--- config.mk ---
export PLATFORM = sky130hd
export DESIGN_NAME = spi_regif_flat
export DESIGN_NICKNAME = d
export VERILOG_FILES = /design/src/rtl/regif_pkg.sv /design/src/rtl/spi_regif_if.sv /design/src/rtl/spi_shift8.sv /design/src/rtl/spi_regif.sv /design/src/flat_wrapper.sv
export SDC_FILE = /design/constraint.sdc
export NUM_CORES = 1
export LEC_CHECK = 0
export ABC_AREA = 1
export BUFFER_PORTS_ARGS = -buffer_cell sky130_fd_sc_hd__buf_2
export CAP_MARGIN = 20
export CORE_MARGIN = 2
export CORE_UTILIZATION = 49
export CTS_CLUSTER_SIZE = 25
export DETAILED_ROUTE_END_ITERATION = 8
export PLACE_DENSITY = 0.74
export SLEW_MARGIN = 20
export SYNTH_ARGS = -nofsm -noshare
export SYNTH_HDL_FRONTEND = slang
export SYNTH_SLANG_ARGS = --single-unit
--- constraint.sdc ---
create_clock -name sclk -period 1.6 [get_ports sclk]
set_clock_uncertainty 0.2 [all_clocks]
set_input_delay 0.16 -clock sclk [delete_from_list [all_inputs] [get_ports sclk]]
set_output_delay 0.16 -clock sclk [all_outputs]
set_load 0.005 [all_outputs]
--- src/rtl/regif_pkg.sv ---
// Shared constants and types for the SPI register-file front-end.
package regif_pkg;

  localparam int unsigned FRAME_LEN    = 16;
  localparam int unsigned RW_BIT       = 0;
  localparam int unsigned ADDR_LAST    = 8;
  localparam int unsigned DATA_LAST    = 16;
  localparam int unsigned REGCOUNT_DEF = 14;
  localparam int unsigned ADDR_W_DEF   = 8;
  localparam int unsigned DATA_W_DEF   = 8;
  localparam int unsigned CNT_W        = 5;

  // Frame phase as a function of posedges already taken; PH_DATA also
  // covers the read-out bit periods 8-15.
  typedef enum logic [1:0] {
    PH_RW,
    PH_ADDR,
    PH_DATA,
    PH_DONE
  } phase_e;

  function automatic phase_e phase_of(input logic [CNT_W-1:0] cnt);
    phase_e ph;
    if (cnt == CNT_W'(RW_BIT)) begin
      ph = PH_RW;
    end else if (cnt < CNT_W'(ADDR_LAST)) begin
      ph = PH_ADDR;
    end else if (cnt < CNT_W'(DATA_LAST)) begin
      ph = PH_DATA;
    end else begin
      ph = PH_DONE;
    end
    return ph;
  endfunction

endpackage

--- src/rtl/spi_regif_if.sv ---
// SPI pins plus register-file write/read port of the SPI front-end.
interface spi_regif_if #(
  parameter int unsigned ADDR_W = regif_pkg::ADDR_W_DEF,
  parameter int unsigned DATA_W = regif_pkg::DATA_W_DEF
) ();

  logic              csb;
  logic              mosi;
  logic              miso;
  logic              wre;
  logic              busy;
  logic [ADDR_W-1:0] addr;
  logic [DATA_W-1:0] din;
  logic [DATA_W-1:0] dout;

  // Off-chip master together with the register file it reaches
  modport master (
    output csb, mosi, dout,
    input  miso, wre, busy, addr, din
  );

  // SPI slave front-end
  modport slave (
    input  csb, mosi, dout,
    output miso, wre, busy, addr, din
  );

endinterface

--- src/rtl/spi_shift8.sv ---
// 8-bit shift register: async clear, parallel load, shift left with serial in.
module spi_shift8 (
  input  logic       clk,
  input  logic       clr,
  input  logic       load,
  input  logic       shift,
  input  logic [7:0] par_in,
  input  logic       ser_in,
  output logic [7:0] q
);

  // Load has priority over shift; clear wins over both
  always_ff @(posedge clk or posedge clr) begin
    if (clr) begin
      q <= 8'h00;
    end else if (load) begin
      q <= par_in;
    end else if (shift) begin
      q <= {q[6:0], ser_in};
    end
  end

endmodule

--- src/rtl/spi_regif.sv ---
// SPI mode-0 slave giving an off-chip master access to the PLL register file.
module spi_regif
  import regif_pkg::*;
#(
  parameter int unsigned REGCOUNT = REGCOUNT_DEF,
  parameter int unsigned ADDR_W   = ADDR_W_DEF,
  parameter int unsigned DATA_W   = DATA_W_DEF
) (
  input logic        sclk,
  input logic        rst,
  spi_regif_if.slave bus
);

  localparam logic [ADDR_W-1:0] ADDR_LIMIT = ADDR_W'(REGCOUNT);

  logic [CNT_W-1:0]  bit_cnt;
  phase_e            phase;
  logic              frame_clr;
  logic              done;
  logic              addr_edge;
  logic              data_edge;
  logic              tx_load;
  logic              tx_shift;
  logic              in_range;
  logic              rw_q;
  logic              wre_q;
  logic              miso_c;
  logic [ADDR_W-1:0] addr_q;
  logic [DATA_W-1:0] din_q;
  logic [DATA_W-1:0] rx_q;
  logic [DATA_W-1:0] tx_q;
  logic [DATA_W-1:0] tx_par;
  logic              unused_sr;

  // Frame state is dropped by reset or by chip select going high
  assign frame_clr = rst | bus.csb;
  assign phase     = phase_of(bit_cnt);
  assign done      = (phase == PH_DONE);
  assign addr_edge = (bit_cnt == CNT_W'(ADDR_LAST - 1));
  assign data_edge = (bit_cnt == CNT_W'(DATA_LAST - 1));
  assign tx_load   = (bit_cnt == CNT_W'(ADDR_LAST));
  assign tx_shift  = (phase == PH_DATA) && !tx_load;
  assign in_range  = (addr_q < ADDR_LIMIT);
  assign tx_par    = in_range ? {bus.dout[DATA_W-2:0], 1'b0} : '0;

  // Posedge counter, saturating so trailing bits never start a second access
  always_ff @(posedge sclk or posedge frame_clr) begin
    if (frame_clr) begin
      bit_cnt <= '0;
    end else if (!done) begin
      bit_cnt <= bit_cnt + CNT_W'(1);
    end
  end

  // Header and write-port registers; addr/din survive chip-select deassertion
  always_ff @(posedge sclk or posedge rst) begin
    if (rst) begin
      rw_q   <= 1'b0;
      addr_q <= '0;
      din_q  <= '0;
    end else if (!bus.csb) begin
      if (phase == PH_RW) begin
        rw_q <= bus.mosi;
      end
      if (addr_edge) begin
        addr_q <= ADDR_W'({rx_q[5:0], bus.mosi});
      end
      if (data_edge) begin
        din_q <= DATA_W'({rx_q[DATA_W-2:0], bus.mosi});
      end
    end
  end

  // One-cycle write strobe raised by the last data bit of an in-range write
  always_ff @(posedge sclk or posedge frame_clr) begin
    if (frame_clr) begin
      wre_q <= 1'b0;
    end else begin
      wre_q <= data_edge & rw_q & in_range;
    end
  end

  spi_shift8 u_rx (
    .clk    (sclk),
    .clr    (frame_clr),
    .load   (1'b0),
    .shift  (!done),
    .par_in (8'h00),
    .ser_in (bus.mosi),
    .q      (rx_q)
  );

  spi_shift8 u_tx (
    .clk    (sclk),
    .clr    (frame_clr),
    .load   (tx_load),
    .shift  (tx_shift),
    .par_in (tx_par),
    .ser_in (1'b0),
    .q      (tx_q)
  );

  // Read data: MSB straight from dout in period 8, then from the tx register
  always_comb begin
    miso_c = 1'b0;
    if (!rw_q && (phase == PH_DATA)) begin
      miso_c = tx_load ? (in_range & bus.dout[DATA_W-1]) : tx_q[DATA_W-1];
    end
  end

  assign bus.miso  = miso_c;
  assign bus.wre   = wre_q & ~bus.csb;
  assign bus.busy  = ~bus.csb & ~done;
  assign bus.addr  = addr_q;
  assign bus.din   = din_q;
  assign unused_sr = ^{rx_q[DATA_W-1], tx_q[DATA_W-2:0]};

endmodule

--- src/flat_wrapper.sv ---
// flat-port wrapper written by rule: the top's interface ports become plain ports
module spi_regif_flat import regif_pkg::*;
#(
  parameter int unsigned REGCOUNT = REGCOUNT_DEF,
  parameter int unsigned ADDR_W   = ADDR_W_DEF,
  parameter int unsigned DATA_W   = DATA_W_DEF
)
  (sclk, rst, bus_csb, bus_mosi, bus_dout, bus_miso, bus_wre, bus_busy, bus_addr, bus_din);
  spi_regif_if #(.ADDR_W(ADDR_W), .DATA_W(DATA_W)) bus_i ();
  input logic sclk;
  input logic rst;
  input wire logic [$bits(bus_i.csb)-1:0] bus_csb;
  input wire logic [$bits(bus_i.mosi)-1:0] bus_mosi;
  input wire logic [$bits(bus_i.dout)-1:0] bus_dout;
  output wire logic [$bits(bus_i.miso)-1:0] bus_miso;
  output wire logic [$bits(bus_i.wre)-1:0] bus_wre;
  output wire logic [$bits(bus_i.busy)-1:0] bus_busy;
  output wire logic [$bits(bus_i.addr)-1:0] bus_addr;
  output wire logic [$bits(bus_i.din)-1:0] bus_din;
  assign bus_i.csb = bus_csb;
  assign bus_i.mosi = bus_mosi;
  assign bus_i.dout = bus_dout;
  assign bus_miso = bus_i.miso;
  assign bus_wre = bus_i.wre;
  assign bus_busy = bus_i.busy;
  assign bus_addr = bus_i.addr;
  assign bus_din = bus_i.din;
  spi_regif #(.REGCOUNT(REGCOUNT), .ADDR_W(ADDR_W), .DATA_W(DATA_W)) u_core (.sclk(sclk), .rst(rst), .bus(bus_i));
endmodule
# After elaboration in Yosys (flattened, before gate mapping)
# Cells that the tools add are included.
[totals]
elab_cells = 42
register_bits = 37
mem_count = 0
ram_bits = 0
input_bits = 12
mem_bits_ro = 0
out_inout_bits = 19
latchBits = 0
[op_classes]
reduce_logical = 10
bitwise_logic = 8
shift = 0
n_mux = 8
mul = 0
add_sub_neg = 1
div_mod_pow = 0
eq_ne = 5
magnitude_cmp = 3
[ops]
columns = ["operator", "count"]
rows = [
  ["two-way mux 8 bit", 3],
  ["equality test 5 x 4 -> 1 bit (second input constant)", 2],
  ["< comparator 7 x 4 -> 1 bit (second input constant)", 1],
  ["AND reduction 2 bit", 3],
  ["adder 5 x 1 -> 5 bit (second input constant)", 1],
  ["AND 1 bit", 5],
  ["equality test 5 x 3 -> 1 bit (second input constant)", 1],
  ["logical NOT 5 bit", 1],
  ["< comparator 5 x 4 -> 1 bit (second input constant)", 1],
  ["< comparator 5 bit (second input constant)", 1],
  ["equality test 2 bit (second input constant)", 2],
  ["two-way mux 2 bit", 2],
  ["two-way mux 1 bit", 3],
  ["logical AND 1 bit", 2],
  ["logical NOT 1 bit", 2],
  ["logical NOT 2 bit", 1],
  ["NOT 1 bit", 2],
  ["nonzero test 2 bit", 1],
  ["bitwise OR 1 bit", 1],
]

# Longest topological paths before layout
# Gate-level depths: netlist of the first run.
[depth]
ltp_word = 8
ltp_mapped = 8
mapped_depth_nobuf = 7

# Modules after synthesis
# From an unflattened synthesis of the first run, not the netlist that was laid out.
[unflattened]
cells_unflattened = 215
hier_area_um2 = 1834.3
[by_module_without_submodules]
columns = ["module", "seq_area_each_um2", "cells_each", "instances", "area_per_inst_um2"]
rows = [
  ["spi_regif", 550.5, 125, 1, 1078.5],
  ["spi_shift8", 200.2, 45, 2, 377.9],
]

# Least setup slack after synthesis of the first run
# OpenSTA, ideal clock, no wires.
[synth_timing]
path_kind = "register -> register"
from = "register u_core.bit_cnt[0]"
to = "register u_core.din_q[0] (netlist: u_core.bus.din[0])"
setup_ps = 127
path_buffers = 1
stages_incl_launch_ff = 9
required_time_ps = 1273
slack_ps = -5
synth_period_minus_slack_ps = 1605
t_arrival_ps = 1278
path_cell_list = "dfrtp_1 > ha_1 > nand2_1 > nor2_1 > ha_1 > nand2_2 > buf_6 > nand2_1 > o21ai_0"
[synth_between]
elab_chain_len = 2
[synth_lines]
columns = ["item", "line_no", "source"]
rows = [
  ["start: declaration", "spi_regif.sv:16", "logic [CNT_W-1:0] bit_cnt;"],
  ["start signal: assignment", "spi_regif.sv:51", "bit_cnt <= bit_cnt + CNT_W'(1);"],
  ["equality test 5 x 4 -> 1 bit", "spi_regif.sv:40", "assign data_edge = (bit_cnt == CNT_W'(DATA_LAST - 1));"],
  ["AND reduction 2 bit (no line)", "n/a", ""],
  ["end signal: assignment", "spi_regif.sv:69", "din_q <= DATA_W'({rx_q[DATA_W-2:0], bus.mosi});"],
  ["end: declaration", "spi_regif.sv:29", "logic [DATA_W-1:0] din_q;"],
]
# No other way between the ends.
# A chain may end at the register's enable or synchronous reset.

# Worst setup path in the final report of the first run
[layout_timing]
from = "register u_core.bit_cnt[0]"
to = "output bus_miso"
[layout_between]
elab_chain_len = 7
elab_cells_between_ends = 11
cone_classes = "order compare (2); eq/ne (2); mux (5); reduce/logical (2)"
[layout_lines]
columns = ["item", "line_no", "source"]
rows = [
  ["< comparator 5 bit", "regif_pkg.sv:28", "end else if (cnt < CNT_W'(DATA_LAST)) begin"],
  ["two-way mux 1 bit", "regif_pkg.sv:28", ""],
  ["two-way mux 2 bit", "regif_pkg.sv:26", "end else if (cnt < CNT_W'(ADDR_LAST)) begin"],
  ["two-way mux 2 bit", "regif_pkg.sv:24", "if (cnt == CNT_W'(RW_BIT)) begin"],
  ["equality test 2 bit", "spi_regif.sv:106", "if (!rw_q && (phase == PH_DATA)) begin"],
  ["logical AND 1 bit", "spi_regif.sv:106", ""],
  ["two-way mux 1 bit (*)", "spi_regif.sv:106", ""],
  ["end: declaration", "flat_wrapper.sv:15", "output wire logic [$bits(bus_i.miso)-1:0] bus_miso;"],
]
# Mark *: on every way between the ends. The rest lies on a longest branch, timed or not.

==> results of run 1 <==
==> routing by layer <==
layer | track usage | wire length (um) | vias up
li1 | - | - | 699
met1 | 0.298 | 1660 | 645
met2 | 0.340 | 1770 | 47
met3 | 0.0562 | 216 | 10
met4 | 0.0583 | 90 | 0
met5 | 0 | 0 | -
==> power by group through the flow <==
stage / clock network, uW / logic [uW] / registers [uW]
after floorplan: 0 / 63.6 / 974
after global placement: 0 / 122 / 973
after detailed placement: 0 / 125 / 974
after CTS: 657 / 145 / 956
after global routing: 698 / 168 / 962
final: 642 / 148 / 958
==> worst register-to-register path, delay by kind of cell, from the launching register on <==
family	cells	cell delay, ps
fa+ha+maj	2	390
flops	1	380
simple gates	4	360
buf+inv	2	210
compound gates	1	50
==> what timing repair did <==
action | CTS | global route
endpoints found under the setup margin | 8 | 15
endpoints found under the hold margin | 47 | 0
gates resized for setup | 18 | 21
pin swaps | 12 | 9
hold buffers | 10 | 0
buffers inserted | 6 | 1
cloned | 1 | 0
==> flip-flops by register name (all words and copies together) (netlist names) <==
name and cells:
u_core.bit_cnt 5, u_core.u_tx.q 7, u_core.bus.addr 7, u_core.wre_q 1
u_core.rw_q 1, u_core.bus.din 8, u_core.u_rx.q 7
==> final cells by class <==
class                   instances  area share
clock buffers                   5      0.0167
clock inverters                 3      0.0190
inverters                      25      0.0440
multi-input cells             114       0.318
flip-flops and latches         36       0.402
well taps                      46      0.0256
repair buffers                 56       0.174
==> cell families (layout without fill, tap and decap cells) <==
kind of cell / count (synthesis) / after routing
buf+inv: 30 / 89
xor+xnor: 3 / 3
fa+ha+maj: 3 / 3
simple gates: 74 / 75
compound gates: 32 / 32
flops: 36 / 36
other cells: 1 / 1
==> stage by stage <==
step,total power (uW),setup WS [ps]
after floorplan,1040,11.4
after global placement,1090,27.3
after detailed placement,1100,-5.31
after CTS,1760,-139
after global routing,1830,-235
final,1750,-157
==> worst paths after layout <==
path	cells past startpoint	to	slack (ps)
hold reg to reg	2	u_core.bus.addr[0]$_DFFE_PP0P_	290
setup / recovery	7	bus_miso	-160
min in group sclk	2	u_core.bus.addr[0]$_DFFE_PP0P_	290
hold / removal	3	u_core.bus.din[4]$_DFFE_PP0P_	220
max in group asynchronous	3	u_core.bus.addr[4]$_DFFE_PP0P_	580
setup reg to reg	9	u_core.bus.din[1]$_DFFE_PP0P_	-90
==> cell usage after synthesis (all sizes together) <==
cell,n
nand3,10
ha,3
nand4,9
buf,5
a21oi,7
o21ai,25
xor2,2
dfrtp,36
xnor2,1
nor2,9
nand2,46
inv,25
conb,1
==> impl_metrics.yaml, run 1 <==
finish:
  final_util: 0.678
  antenna-diode-count: 0
  final_cell_area_sq_mm: 0.00224
  final_cell_mix: "35 x nand2_1, 34 x dfrtp_1, 28 x buf_2"
  drive_above_1_share: 0.381
  final_common_cell: "nand2_1"
  area_growth_pct: 34.9
  seq_area_sq_um: 903
  post_layout_nonfiller_instances: 285
  final_nets: 253
  n_fill_cell: 270
  multi_input_area_sq_um: 714
die:
  initial_core_util: 0.503
  fp-row-count: 21
  core_sq_mm: 0.00331
  die_w_um: 62.3
  io_pins: 31
  die_h_um: 62.3
  die_area_sq_mm: 0.00388
synthesis:
  synth_compound_area_frac: 0.112
  synth_seq_area_share: 0.541
  avgSynthCellArea_sq_um: 9.30
  synth_cells: 179
  synth_area_leaders: "dfrtp_1 54%, nand2_1 9.7%, inv_1 5.2%"
  synth_fp_nets: 194
  yosys.area.top_type_share: 0.541
  synth_area_sq_mm: 0.00166
  synth-simple-area-share: 0.220
  synth_top_area_cell: "dfrtp_1"
  synth_top_family_by_area: "simple AND/OR/NAND/NOR gates"
  synthXorXnorAreaFrac: 0.0158
  synth_fa_ha_area_frac: 0.0226
  ys_warn_count: 0
  synth_cell_type_count: 25
  synth.area.mux_share: 0
  ys_ff_latch: 36
sta:
  timing.hold.ws_ps: 218
  finalCritPeriodShare: 1.10
  finalSetupViolCount: 10
  relSlewSlack: 0.604
  finalSetupTns_ps: -946
  worstMarginPinSlew_ps: 593
  maxSlewViolCount: 0
  worst_slack_ps: -157
  hold_viol_final: 0
  rsz0062_at_grt: "yes"
  fmax_mhz: 569
  fin_crit_ps: 1760
clocking:
  clk_pin_slew_ps: 120
  cts_tree: "done"
  clkLatencyLatePin_ps: 350
  cts_buffer_depth: 2
  cts_sinks: 36
  h-tree-depth: 2
  cts_root_buf: "clkbuf_4"
  numCtsBuffers: 5
place:
  dp.cells: 259
  placed_area_sq_mm: 0.00190
  port_buffers: 29
  dp_hpwl_um: 2370
  place_congestion: 0.808
critical_path:
  end_kind: "primary output"
  r2r_start: "u_core.bit_cnt[0]$_DFFE_PP0P_"
  cp.buffers_inverters: 3
  startpoint_type: "register"
  path_class: "reg2out"
  critPathLaunch: "u_core.bit_cnt[0]$_DFFE_PP0P_"
  cp_max_fo: 3
  slowest_stage: "dfrtp_1"
  path_cells: "inv_2 -> ha_4 -> nand2_4 -> inv_2 -> o21ai_2 -> a21oi_1 -> buf_2"
  cp_top_family: "flip-flops"
  critPathMostFrequentCell: "inv_2"
  required_ps: 1240
  critical-path-max-stage-delay_ps: 410
  crit_arrival_ps: 1400
route:
  vias: 1401
  wire_per_inst_um: 13.1
  firstDrtPassIters: 4
  finalWirelength_um: 3740
  drc: 0
  drt-initial-drc-count: 51
  ant_nets: 0
  post_drt_via_cell_ratio: 4.92
min_path:
  min-delay-path-class: "in2async"
global_route:
  grt_usage: 0.215
  grt_pass1_wl_um: 6400
  grt_max_degree: 21
  grt_pass1_vias: 1339
  antenna_found_initial: 0
  grt-ovfl-total: 0
pwr:
  irDropWorstVdd_uv: 492
  p_leak_uw: 0.00114
  switchingPower_uw: 416
  power_density_mw_per_mm2: 779
  clockPowerShare: 0.367
  swShare: 0.238
  p_int_uw: 1330
  combPwrFrac: 0.085
  seqPwrFrac: 0.548
status:
  status: "finished, violations left"
  violations: "negative setup slack"
flow_run:
  drv_cap: 0
Power figures use the tool's default switching activity.
==> run 2: changes to the inputs <==
clock period = 1.5 ns   (was 1.6 ns; I/O delays follow)
==> run 2 against run 1 <==
Against the previous run: via count up 3.3%; worst setup slack worse by 84 ps; hold slack worse by 120 ps; total power down 1.3%; non-clock buffer count up 2; global-route usage down 0.26 points; die area unchanged; largest power group unchanged; the flow still finishes with violations (negative setup slack); count of clock-buffer cells in the layout up 3; combinational power up 8%; critical path depth down 3; critical path type unchanged; final area down 1.3%.
==> impl_metrics.yaml, run 2 (synthesis gave the netlist of run 1 again) <==
clocking:
  cts_tree: "done"
  cts_sinks: 36
  cts_root_buf: "clkbuf_4"
  cts_buffer_depth: 2
  clk_pin_slew_ps: 110
  numCtsBuffers: 5
  h-tree-depth: 2
  clkLatencyLatePin_ps: 340
critical_path:
  r2r_setup_slack_ps: -110
  cp.buffers_inverters: 1
  reg2reg_to: "u_core.bus.din[3]$_DFFE_PP0P_"
  reg2regPathDepth: 8
  cp_top_family: "flip-flops"
  critical-path-max-stage-delay_ps: 410
  path_class: "reg2out"
  path_cells: "nor2_1 -> nand4_1 -> a21oi_1 -> buf_2"
  cp_max_fo: 3
  r2r_start: "u_core.bit_cnt[1]$_DFFE_PP0P_"
  crit_arrival_ps: 1390
  startpoint_type: "register"
  slowest_stage: "dfrtp_1"
  required_ps: 1150
  end_kind: "primary output"
route:
  drt-initial-drc-count: 60
  vias: 1447
  post_drt_via_cell_ratio: 5.04
  met1_length_um: 1660
  ant_nets: 0
  route.met3.wl_um: 183
  firstDrtPassIters: 4
  wl_met2_um: 2020
  finalWirelength_um: 4000
  drc: 0
  wire_per_inst_um: 13.9
  top_layer: "met4"
sta:
  rsz0062_at_grt: "yes"
  finalSetupViolCount: 19
  finalCritPeriodShare: 1.16
  fin_crit_ps: 1740
  hold_viol_final: 0
  finalSetupTns_ps: -1400
  fmax_mhz: 574
  timing.hold.ws_ps: 95.3
  maxSlewViolCount: 0
  worst_slack_ps: -241
finish:
  antenna-diode-count: 0
  multi_input_area_sq_um: 703
  final_common_cell: "nand2_1"
  drive_above_1_share: 0.349
  largest_reg_flops: 8
  n_fill_cell: 267
  final_cell_mix: "42 x nand2_1, 35 x dfrtp_1, 28 x buf_2"
  final_cell_area_sq_mm: 0.00221
  area_growth_pct: 33.1
  seq_area_sq_um: 902
  final_nets: 255
pwr:
  p_leak_uw: 0.00115
  power_uw: 1730
  irDropWorstVdd_uv: 549
  power_density_mw_per_mm2: 779
die:
  fp-row-count: 21
  initial_core_util: 0.503
  core_sq_mm: 0.00331
  die_h_um: 62.3
  io_pins: 31
  die_area_sq_mm: 0.00388
  die_w_um: 62.3
global_route:
  grt_pass1_wl_um: 6320
  antenna_found_initial: 0
  grt-ovfl-total: 0
  grt_pass1_vias: 1360
  grt_max_degree: 21
  grt_usage: 0.213
status:
  status: "finished, violations left"
  violations: "negative setup slack"
place:
  place_congestion: 0.853
  dp_hpwl_um: 2490
  port_buffers: 29
  placed_area_sq_mm: 0.00196
min_path:
  min-delay-path-class: "in2async"
flow_run:
  drv_cap: 0
## run 2: metrics by stage
stage,utilization,setup WS (ps),instances
3_5_place_dp,0.592,-27.6,265
5_1_grt,0.669,-349,287
2_1_floorplan,-,-46.9,179
4_1_cts,0.656,-272,287
3_3_place_gp,0.592,-3.94,265
6_report,0.669,-241,287
## run 2: power breakdown
| part | internal [uW] | total [uW] | switching, uW | leakage, uW |
|---|---|---|---|---|
| registers | 1000 | 1020 | 19.2 | 0.000467 |
| clock network | 231 | 545 | 314 | 0.0000326 |
| logic | 71.9 | 160 | 88.1 | 0.000654 |
| total | 1300 | 1730 | 421 | 0.00115 |
## run 2: worst max-delay path by stage
stage,startpoint,end,slack (ps),cells after the start
final,u_core.bus.addr[5]$_DFFE_PP0P_,bus_miso,-240,4
after global routing,u_core.bit_cnt[1]$_DFFE_PP0P_,bus_miso,-350,7
after CTS,u_core.bit_cnt[1]$_DFFE_PP0P_,bus_miso,-270,7
after detailed placement,u_core.bit_cnt[0]$_DFFE_PP0P_,bus_miso,-30,7
after global placement,u_core.bit_cnt[0]$_DFFE_PP0P_,bus_miso,-4,7
after floorplan,u_core.bit_cnt[0]$_DFFE_PP0P_,u_core.bus.din[0]$_DFFE_PP0P_,-50,8
## run 2: tightest hold or removal path: cells and delay by family
family | cells | cell delay (ps)
buffers and inverters | 3 | 880
## run 2: timing repair
item,in CTS,in global routing
hold buffers,10,0
gates resized for setup,10,11
hold endpoints to repair,46,0
buffers inserted,3,1
endpoints found under the setup margin,8,26
pin swaps,7,2
gates cloned,1,0
## run 2: metal layers
layer,vias to the layer above,GRT usage
li1,698,-
met1,680,0.253
met2,53,0.356
met3,16,0.0616
met4,0,0.103
met5,-,0
## run 2: layout make-up
cell class,count,area share
Tap cell,46,0.0260
Multi-Input combinational cell,114,0.318
Clock buffer,8,0.0266
Timing Repair Buffer,58,0.178
Sequential cell,36,0.407
Inverter,25,0.0446
==> run 3: changes to the inputs <==
RECOVER_POWER = 25   (was not set)
==> run 3 against run 2 <==
Against the previous run: the flow still finishes with violations (negative setup slack); total power is 0.19% lower; count of clock-buffer cells in the layout did not move; routed wire length did not move; critical path depth did not move; hold slack got worse by 15 ps; cell count stayed put; via count up 0.14%; worst setup slack worse by 0.85 ps; combinational power is essentially flat; clock power about the same.
==> impl_metrics.yaml, run 3 (synthesis gave the netlist of run 1 again) <==
status:
  status: "finished, violations left"
  violations: "negative setup slack"
global_route:
  grt_max_degree: 21
  grt_usage: 0.213
  grt_pass1_vias: 1360
  grt_pass1_wl_um: 6320
  antenna_found_initial: 0
  grt-ovfl-total: 0
critical_path:
  reg2regPathDepth: 8
  path_cells: "nor2_1 -> nand4_1 -> a21oi_1 -> buf_2"
  slowest_stage: "dfrtp_1"
  cp.buffers_inverters: 1
  required_ps: 1150
  crit_path_end: "bus_miso"
  startpoint_type: "register"
  end_kind: "primary output"
  r2r_start: "u_core.bit_cnt[1]$_DFFE_PP0P_"
  cp_top_family: "flip-flops"
  r2r_setup_slack_ps: -110
  reg2reg_to: "u_core.bus.din[3]$_DFFE_PP0P_"
  path_class: "reg2out"
  cp_max_fo: 3
  critical-path-max-stage-delay_ps: 410
  crit_arrival_ps: 1390
  critPathLaunch: "u_core.bus.addr[5]$_DFFE_PP0P_"
  worst-path-stages: 4
sta:
  rsz0062_at_grt: "yes"
  fin_crit_ps: 1740
  relSlewSlack: 0.614
  worst_slack_ps: -242
  maxSlewViolCount: 0
  worstMarginPinSlew_ps: 579
  fmax_mhz: 574
  finalSetupViolCount: 19
  hold_viol_final: 0
  finalSetupTns_ps: -1560
  finalCritPeriodShare: 1.16
route:
  ant_nets: 0
  vias: 1449
  wire_per_inst_um: 13.9
  drc: 0
  firstDrtPassIters: 4
  drt-initial-drc-count: 62
  post_drt_via_cell_ratio: 5.05
  finalWirelength_um: 4000
place:
  place_congestion: 0.853
  port_buffers: 29
  dp_hpwl_um: 2490
  dp.cells: 265
finish:
  final_nets: 255
  post_layout_nonfiller_instances: 287
  drive_above_1_share: 0.336
  final_common_cell: "nand2_1"
  seq_area_sq_um: 902
  largest_reg_flops: 8
  final_cell_mix: "42 x nand2_1, 35 x dfrtp_1, 26 x buf_2"
  n_fill_cell: 271
  multi_input_area_sq_um: 703
  antenna-diode-count: 0
  area_growth_pct: 32.6
pwr:
  p_leak_uw: 0.00114
  irDropWorstVdd_uv: 549
  power_density_mw_per_mm2: 781
die:
  die_h_um: 62.3
  core_sq_mm: 0.00331
  fp-row-count: 21
  die_w_um: 62.3
  io_pins: 31
  initial_core_util: 0.503
  die_area_sq_mm: 0.00388
clocking:
  cts_sinks: 36
  clk_pin_slew_ps: 110
  cts_tree: "done"
  h-tree-depth: 2
  cts_buffer_depth: 2
  numCtsBuffers: 5
  cts_root_buf: "clkbuf_4"
  clkLatencyLatePin_ps: 340
flow_run:
  drv_cap: 0
min_path:
  min-delay-path-class: "in2async"
[run 3: cell count changes in the layout (fill, tap and decap cells not counted), sizes merged]
cell	previous run	this run
buf	48	44
clkbuf	8	12
[run 3: worst min path at each step]
stage	from	endpoint	cells after the start	slack, ps
6_report	rst	u_core.bus.din[7]$_DFFE_PP0P_	3	80
3_3_place_gp	rst	u_core.bus.din[6]$_DFFE_PP0P_	2	-130
5_1_grt	rst	u_core.bus.addr[6]$_DFFE_PP0P_	3	70
2_1_floorplan	rst	u_core.bus.addr[0]$_DFFE_PP0P_	1	-140
3_5_place_dp	rst	u_core.bus.din[5]$_DFFE_PP0P_	2	-120
4_1_cts	rst	u_core.bus.din[7]$_DFFE_PP0P_	3	50
[run 3: layer usage]
metal	track usage	share of wire
met5	0	0
met4	0.103	0.033
met3	0.0616	0.044
met2	0.356	0.51
met1	0.253	0.42
[run 3: what timing repair did]
item	in CTS	in global routing
endpoints found under the setup margin	8	26
pin swaps	7	2
buffers inserted	3	1
resized for setup	10	11
hold buffers	10	0
endpoints found under the hold margin	46	0
cloned	1	0
[run 3: cell type report]
| type | instances | share of cell area |
|---|---|---|
| clock buffer | 8 | 0.0267 |
| tap | 46 | 0.0261 |
| multi-input combinational | 114 | 0.319 |
| sequential | 36 | 0.409 |
| inverter | 25 | 0.0448 |
| timing repair buffer | 58 | 0.175 |
[run 3: tightest hold or removal path, stage by stage]
cell	delay, ps
dlygate4sd3_1	560
clkbuf_1	110
inv_1	180
[run 3: power breakdown]
group          switching (uW)  internal (uW)
logic                    88.1           69.0
clock network             314            231
registers                19.2           1000
[run 3: per-stage QoR]
stage	total power [uW]	hold WS (ps)	utilization	area, sq um	worst slack [ps]
3_5_place_dp	1170	-123	0.592	1960	-27.6
6_report	1720	80.0	0.666	2210	-242
4_1_cts	1740	47.3	0.656	2170	-272
3_3_place_gp	1170	-131	0.592	1960	-3.94
2_1_floorplan	1110	-136	-	1680	-46.9
5_1_grt	1810	72.6	0.666	2210	-349
